**src/rtl/jpeg_pkg.sv**
```systemverilog
// Shared encodings for the JPEG MCU double-buffer bank controller:
// bank occupancy states, reader FSM states and block coordinate width.
package jpeg_pkg;

    localparam int BLOCK_COORD_W = 12;

    typedef enum logic [1:0] {
        BANK_EMPTY   = 2'd0,
        BANK_FULL    = 2'd1,
        BANK_READING = 2'd2
    } bank_state_t;

    typedef enum logic [1:0] {
        R_IDLE = 2'd0,
        R_REQ  = 2'd1,
        R_BUSY = 2'd2
    } rd_state_t;

endpackage

```
**src/rtl/jpeg_bank_slot.sv**
```systemverilog
// One buffer bank: occupancy state plus the MCU coordinates of the block it holds.
module jpeg_bank_slot
    import jpeg_pkg::*;
(
    input  logic                     clk,
    input  logic                     rst,
    input  logic                     i_load,
    input  logic [BLOCK_COORD_W-1:0] i_x,
    input  logic [BLOCK_COORD_W-1:0] i_y,
    input  logic                     i_start,
    input  logic                     i_release,
    output bank_state_t              o_state,
    output logic [BLOCK_COORD_W-1:0] o_x,
    output logic [BLOCK_COORD_W-1:0] o_y
);

    bank_state_t              r_state;
    logic [BLOCK_COORD_W-1:0] r_x;
    logic [BLOCK_COORD_W-1:0] r_y;

    // Load only hits an EMPTY bank and release only a READING one, so the
    // three controls never collide on the same slot.
    always_ff @(posedge clk or negedge rst) begin
        if (!rst) begin
            // NOTE: the coordinate registers are reset too, so RdBlockX/Y read 0
            // out of reset instead of whatever the flops powered up with.
            r_state <= BANK_EMPTY;
            r_x     <= '0;
            r_y     <= '0;
        end else if (i_load) begin
            // NOTE: non-blocking assignments keep every flop sampling pre-edge values.
            r_state <= BANK_FULL;
            r_x     <= i_x;
            r_y     <= i_y;
        end else if (i_start) begin
            r_state <= BANK_READING;
        end else if (i_release) begin
            r_state <= BANK_EMPTY;
        end
    end

    assign o_state = r_state;
    assign o_x     = r_x;
    assign o_y     = r_y;

endmodule

```
**src/rtl/jpeg_ycbcr_bank_ctrl.sv**
```systemverilog
// Ping-pong bank controller between the MCU writer and the YCbCr converter.
// Define JPEG_BANKCTRL_ERR_EN to build the sticky Overflow error detector.
module jpeg_ycbcr_bank_ctrl
    import jpeg_pkg::*;
(
    input  logic                     clk,
    input  logic                     rst,
    output logic                     WrReady,
    output logic                     WrBank,
    input  logic                     WrDone,
    input  logic [BLOCK_COORD_W-1:0] WrBlockX,
    input  logic [BLOCK_COORD_W-1:0] WrBlockY,
    output logic                     RdEnable,
    output logic [BLOCK_COORD_W-1:0] RdBlockX,
    output logic [BLOCK_COORD_W-1:0] RdBlockY,
    output logic                     RdBank,
    input  logic                     RdRead,
    output logic [1:0]               BankFull,
    output logic                     Overflow
);

    logic                     r_wp;
    logic                     r_rp;
    logic                     r_rd_enable;
    rd_state_t                r_rd_state;
    rd_state_t                w_rd_state_nxt;
    logic                     w_start_rd;
    logic                     w_release_rd;
    logic                     w_wr_accept;
    bank_state_t              w_bank_state [2];
    logic [BLOCK_COORD_W-1:0] w_bank_x     [2];
    logic [BLOCK_COORD_W-1:0] w_bank_y     [2];

    assign WrReady     = (w_bank_state[r_wp] == BANK_EMPTY);
    assign w_wr_accept = WrDone && WrReady;

    for (genvar n = 0; n < 2; n++) begin : g_slot
        jpeg_bank_slot u_slot (
            .clk       (clk),
            .rst       (rst),
            .i_load    (w_wr_accept  && (r_wp == 1'(n))),
            .i_x       (WrBlockX),
            .i_y       (WrBlockY),
            .i_start   (w_start_rd   && (r_rp == 1'(n))),
            .i_release (w_release_rd && (r_rp == 1'(n))),
            .o_state   (w_bank_state[n]),
            .o_x       (w_bank_x[n]),
            .o_y       (w_bank_y[n])
        );
        assign BankFull[n] = (w_bank_state[n] != BANK_EMPTY);
    end

    always_comb begin
        // NOTE: every output of this block gets a default first, so no path
        // through the case statement can infer a latch.
        w_rd_state_nxt = r_rd_state;
        w_start_rd     = 1'b0;
        w_release_rd   = 1'b0;
        case (r_rd_state)
            R_IDLE: begin
                if (w_bank_state[r_rp] == BANK_FULL) w_rd_state_nxt = R_REQ;
            end
            R_REQ: begin
                if (RdRead) begin
                    w_rd_state_nxt = R_BUSY;
                    w_start_rd     = 1'b1;
                end
            end
            R_BUSY: begin
                if (!RdRead) begin
                    w_rd_state_nxt = R_IDLE;
                    w_release_rd   = 1'b1;
                end
            end
            default: w_rd_state_nxt = R_IDLE;
        endcase
    end

    always_ff @(posedge clk or negedge rst) begin
        if (!rst) begin
            r_rd_state  <= R_IDLE;
            r_rd_enable <= 1'b0;
            r_wp        <= 1'b0;
            r_rp        <= 1'b0;
        end else begin
            r_rd_state  <= w_rd_state_nxt;
            r_rd_enable <= (w_rd_state_nxt == R_REQ);
            r_wp        <= r_wp ^ w_wr_accept;
            r_rp        <= r_rp ^ w_release_rd;
        end
    end

    assign WrBank   = r_wp;
    assign RdBank   = r_rp;
    assign RdEnable = r_rd_enable;
    assign RdBlockX = w_bank_x[r_rp];
    assign RdBlockY = w_bank_y[r_rp];

`ifdef JPEG_BANKCTRL_ERR_EN
    logic r_rd_read_q;
    logic r_overflow;

    // Flags a write into an occupied bank, or a converter start nobody asked for.
    always_ff @(posedge clk or negedge rst) begin
        if (!rst) begin
            r_rd_read_q <= 1'b0;
            r_overflow  <= 1'b0;
        end else begin
            r_rd_read_q <= RdRead;
            if ((WrDone && !WrReady) ||
                (RdRead && !r_rd_read_q && (r_rd_state != R_REQ))) begin
                r_overflow <= 1'b1;
            end
        end
    end

    assign Overflow = r_overflow;
`else
    assign Overflow = 1'b0;
`endif

endmodule

```
**config.mk**
```make
export PLATFORM = sky130hd
export DESIGN_NAME = jpeg_ycbcr_bank_ctrl
export DESIGN_NICKNAME = d
export VERILOG_FILES = /design/src/rtl/jpeg_pkg.sv /design/src/rtl/jpeg_bank_slot.sv /design/src/rtl/jpeg_ycbcr_bank_ctrl.sv
export SDC_FILE = /design/constraint.sdc
export NUM_CORES = 1
export LEC_CHECK = 0
export CORE_UTILIZATION = 31
export CTS_BUF_LIST = sky130_fd_sc_hd__clkbuf_16
export CTS_CLUSTER_SIZE = 12
export DETAILED_ROUTE_END_ITERATION = 10
export MAX_ROUTING_LAYER = met4
export SLEW_MARGIN = 40
export SYNTH_ARGS = -nofsm -noshare
export SYNTH_HDL_FRONTEND = slang
export SYNTH_HIERARCHICAL = 1
export SYNTH_SLANG_ARGS = --single-unit
```
**constraint.sdc**
```tcl
create_clock -name clk -period 2 [get_ports clk]
set_input_delay 0.3 -clock clk [delete_from_list [all_inputs] [get_ports clk]]
set_output_delay 0.3 -clock clk [all_outputs]
set_load 0.005 [all_outputs]
```
==> reports/metrics.cfg <==
[status]
violations=design-rule violations
outcome=finished, violations left

[sta]
fin_skew_ns=0.00467
fmax_mhz=511
finalHoldViolCount=0
finalWorstSetupSlack_ns=0.0420
min_period_over_period_pct=97.9
rsz0062_at_grt=false
final-setup-viol-count=0
hold_slack_ns=0.495
tns_ns=0
tightestPinTransition_ns=0.534
maxSlewViolCount=0
finalCriticalPeriod_ns=1.96
relSlewSlack_pct=64.4

[routing]
drt_first_pass_iters=7
final_antenna_net_count=0
drc_errors=5
vias=1583
avgRoutedWirePerCell_um=14.6
via_per_inst=4.43
drtIter0Drc=26
wirelength_um=5230

[setup_path]
cp-start-kind=flop
crit_arrival_ns=1.66
r2r.worst_path.cells=6
r2r-end=g_slot[0].u_slot/o_y[6]$_DFFE_PN0P_
ff2ff_setup_slack_ns=0.25
r2r-start=g_slot[0].u_slot/o_state[0]$_DFFE_PN0P_
worst_ep_required_time_ns=1.70
critPathCaptureType=output pin
path_class=reg -> out
cp_max_fo=12

[pwr]
leakage_nw=1.86
p_total_mw=6.87
ir_drop_uv=719
powerDensity_mw_per_mm2=1770

[grt]
busiest_layer=met2
grt_max_degree=24
grt_util_all_layers_pct=12.2
use_met2_pct=17.6
antenna_found_initial=0
grt_pass1_wl_um=8650
grt_overflow_total=0
grt_pass1_vias=1713
use_met1_pct=15.8
grt_util_met3_pct=4.51

[logic_synthesis]
netlist_area_mm2=0.00285
yosys_warnings=6
ys_seq_elements=57
synth_cells=177
syn_avg_cell_area_um2=16.1
syn_nets=209
yosysSeqAreaShare_pct=50.0
synth_top_area_share_pct=50.0
synth_area_leaders=dfrtp_1, mux2_4, mux2_2
synth.distinct_cells=28
yosysTopAreaCell=dfrtp_1

[placement]
pre_cts_ws_ns=0.199
io_buffer_count=57
placed_cell_area_mm2=0.00352
placed_cells=339
gp_congestion=0.669
dpl.hpwl_um=3490

[clock_tree]
cts_tree=done
numCtsBuffers=9
clk_pin_slew_ns=0.05
clkSinkCount=57
insertion_delay_ns=0.32
root_buffer=clkbuf_16
clock_path_buffers=2
htreeDepth=3

[floorplanning]
die_w_um=97.9
die_area_mm2=0.00959
die_h_um=97.9
num_io_pins=59
start_util_pct=32.4
core_mm2=0.00881
placementRows=34

[layout]
antennaDiodeCount=0
fin_util_pct=44.0
syn_to_final_growth_pct=35.9
fin_cells=357
drive_gt1_share_pct=42.6
nets=276
stdcell_area_mm2=0.00387

[flow_run]
drv_cap=0

[hold_path]
hold_class=in -> async

[cells in the final DEF (no fill, tap or decap), drive strengths merged, types with 4 or more instances in the layout]
master,Yosys,final
clkdlybuf4s50,0,41
inv,9,10
buf,11,10
mux2,72,72
ha,4,4
clkbuf,0,9
dlymetal6s2s,0,12
dfrtp,57,57
[report_power, final]
group | switching [mW] | internal [mW]
clock network | 0.505 | 1.08
registers | 0.361 | 1.76
logic | 0.938 | 2.23
total | 1.80 | 5.06
[flip-flops by register name, summed over array words and instances (netlist names)]
signal                 cells
r_rd_state                 2
g_slot.u_slot/o_state      4
RdBank                     1
g_slot.u_slot/o_x         24
g_slot.u_slot/o_y         24
RdEnable                   1
WrBank                     1
[cell type report]
cell class / instances / area (µm²)
fillers: 803 / 4930
flip-flops and latches: 57 / 1430
multi-input cells: 100 / 1230
repair buffers: 67 / 732
clock buffers: 9 / 225
well taps: 108 / 135
clock inverters: 7 / 86.3
inverters: 9 / 33.8
[cells by family (layout without fill, tap and decap cells)]
group	Yosys count	count (layout)	synth area share [%]
DFF	57	57	50.0
adders and majority gates	4	4	1.76
xor gates and xnor gates	1	1	0.307
and+or+nand+nor	14	14	3.16
other	1	1	0.132
muxes	72	72	35.5
AOI/OAI and AO/OA	8	8	2.24
buffers and inverters	20	92	6.84
[Yosys cell counts (all sizes together)]
cell    number
or2          1
mux2        72
and2         2
nor2         2
a31o         2
and4b        1
xor2         1
buf         11
nand2        1
conb         1
inv          9
and4bb       1
dfrtp       57
nor3         1
a21oi        3
nor2b        1
nor3b        1
a21o         1
o311a        2
ha           4
nand2b       3
[metal layers]
metal | vias to the layer above | wire length, µm
li1 | 753 | -
met1 | 787 | 2580
met2 | 38 | 2350
met3 | 5 | 230
met4 | 0 | 72
met5 | - | 0
[timing repair]
action                                  in CTS  in global routing
buffers inserted                             1                  0
endpoints found under the hold margin       20                  0
endpoints found under the setup margin       5                 12
gates cloned                                 0                  0
gates resized for setup                      3                 12
hold buffers                                 1                  0
[critical path, stage by stage (launching register included)]
cell and delay (ns):
dfrtp_2 0.43, buf_12 0.16, mux2_4 0.30, clkdlybuf4s50_1 0.44
[how the worst max path moves through the flow]
| stage | start | end | slack [ns] | cells after the start |
|---|---|---|---|---|
| after floorplan | g_slot[0].u_slot/o_state[0]$_DFFE_PN0P_ | g_slot[1].u_slot/o_x[0]$_DFFE_PN0P_ | 0.34 | 7 |
| after global placement | WrDone | g_slot[0].u_slot/o_y[3]$_DFFE_PN0P_ | 0.21 | 5 |
| after detailed placement | WrDone | g_slot[0].u_slot/o_y[5]$_DFFE_PN0P_ | 0.20 | 5 |
| after CTS | RdBank$_DFF_PN0_ | RdBlockX[0] | 0.002 | 3 |
| after global routing | RdBank$_DFF_PN0_ | RdBlockY[0] | 0.0002 | 3 |
| final | RdBank$_DFF_PN0_ | RdBlockY[9] | 0.04 | 3 |
No activity file was read; power rests on OpenSTA's default activity.
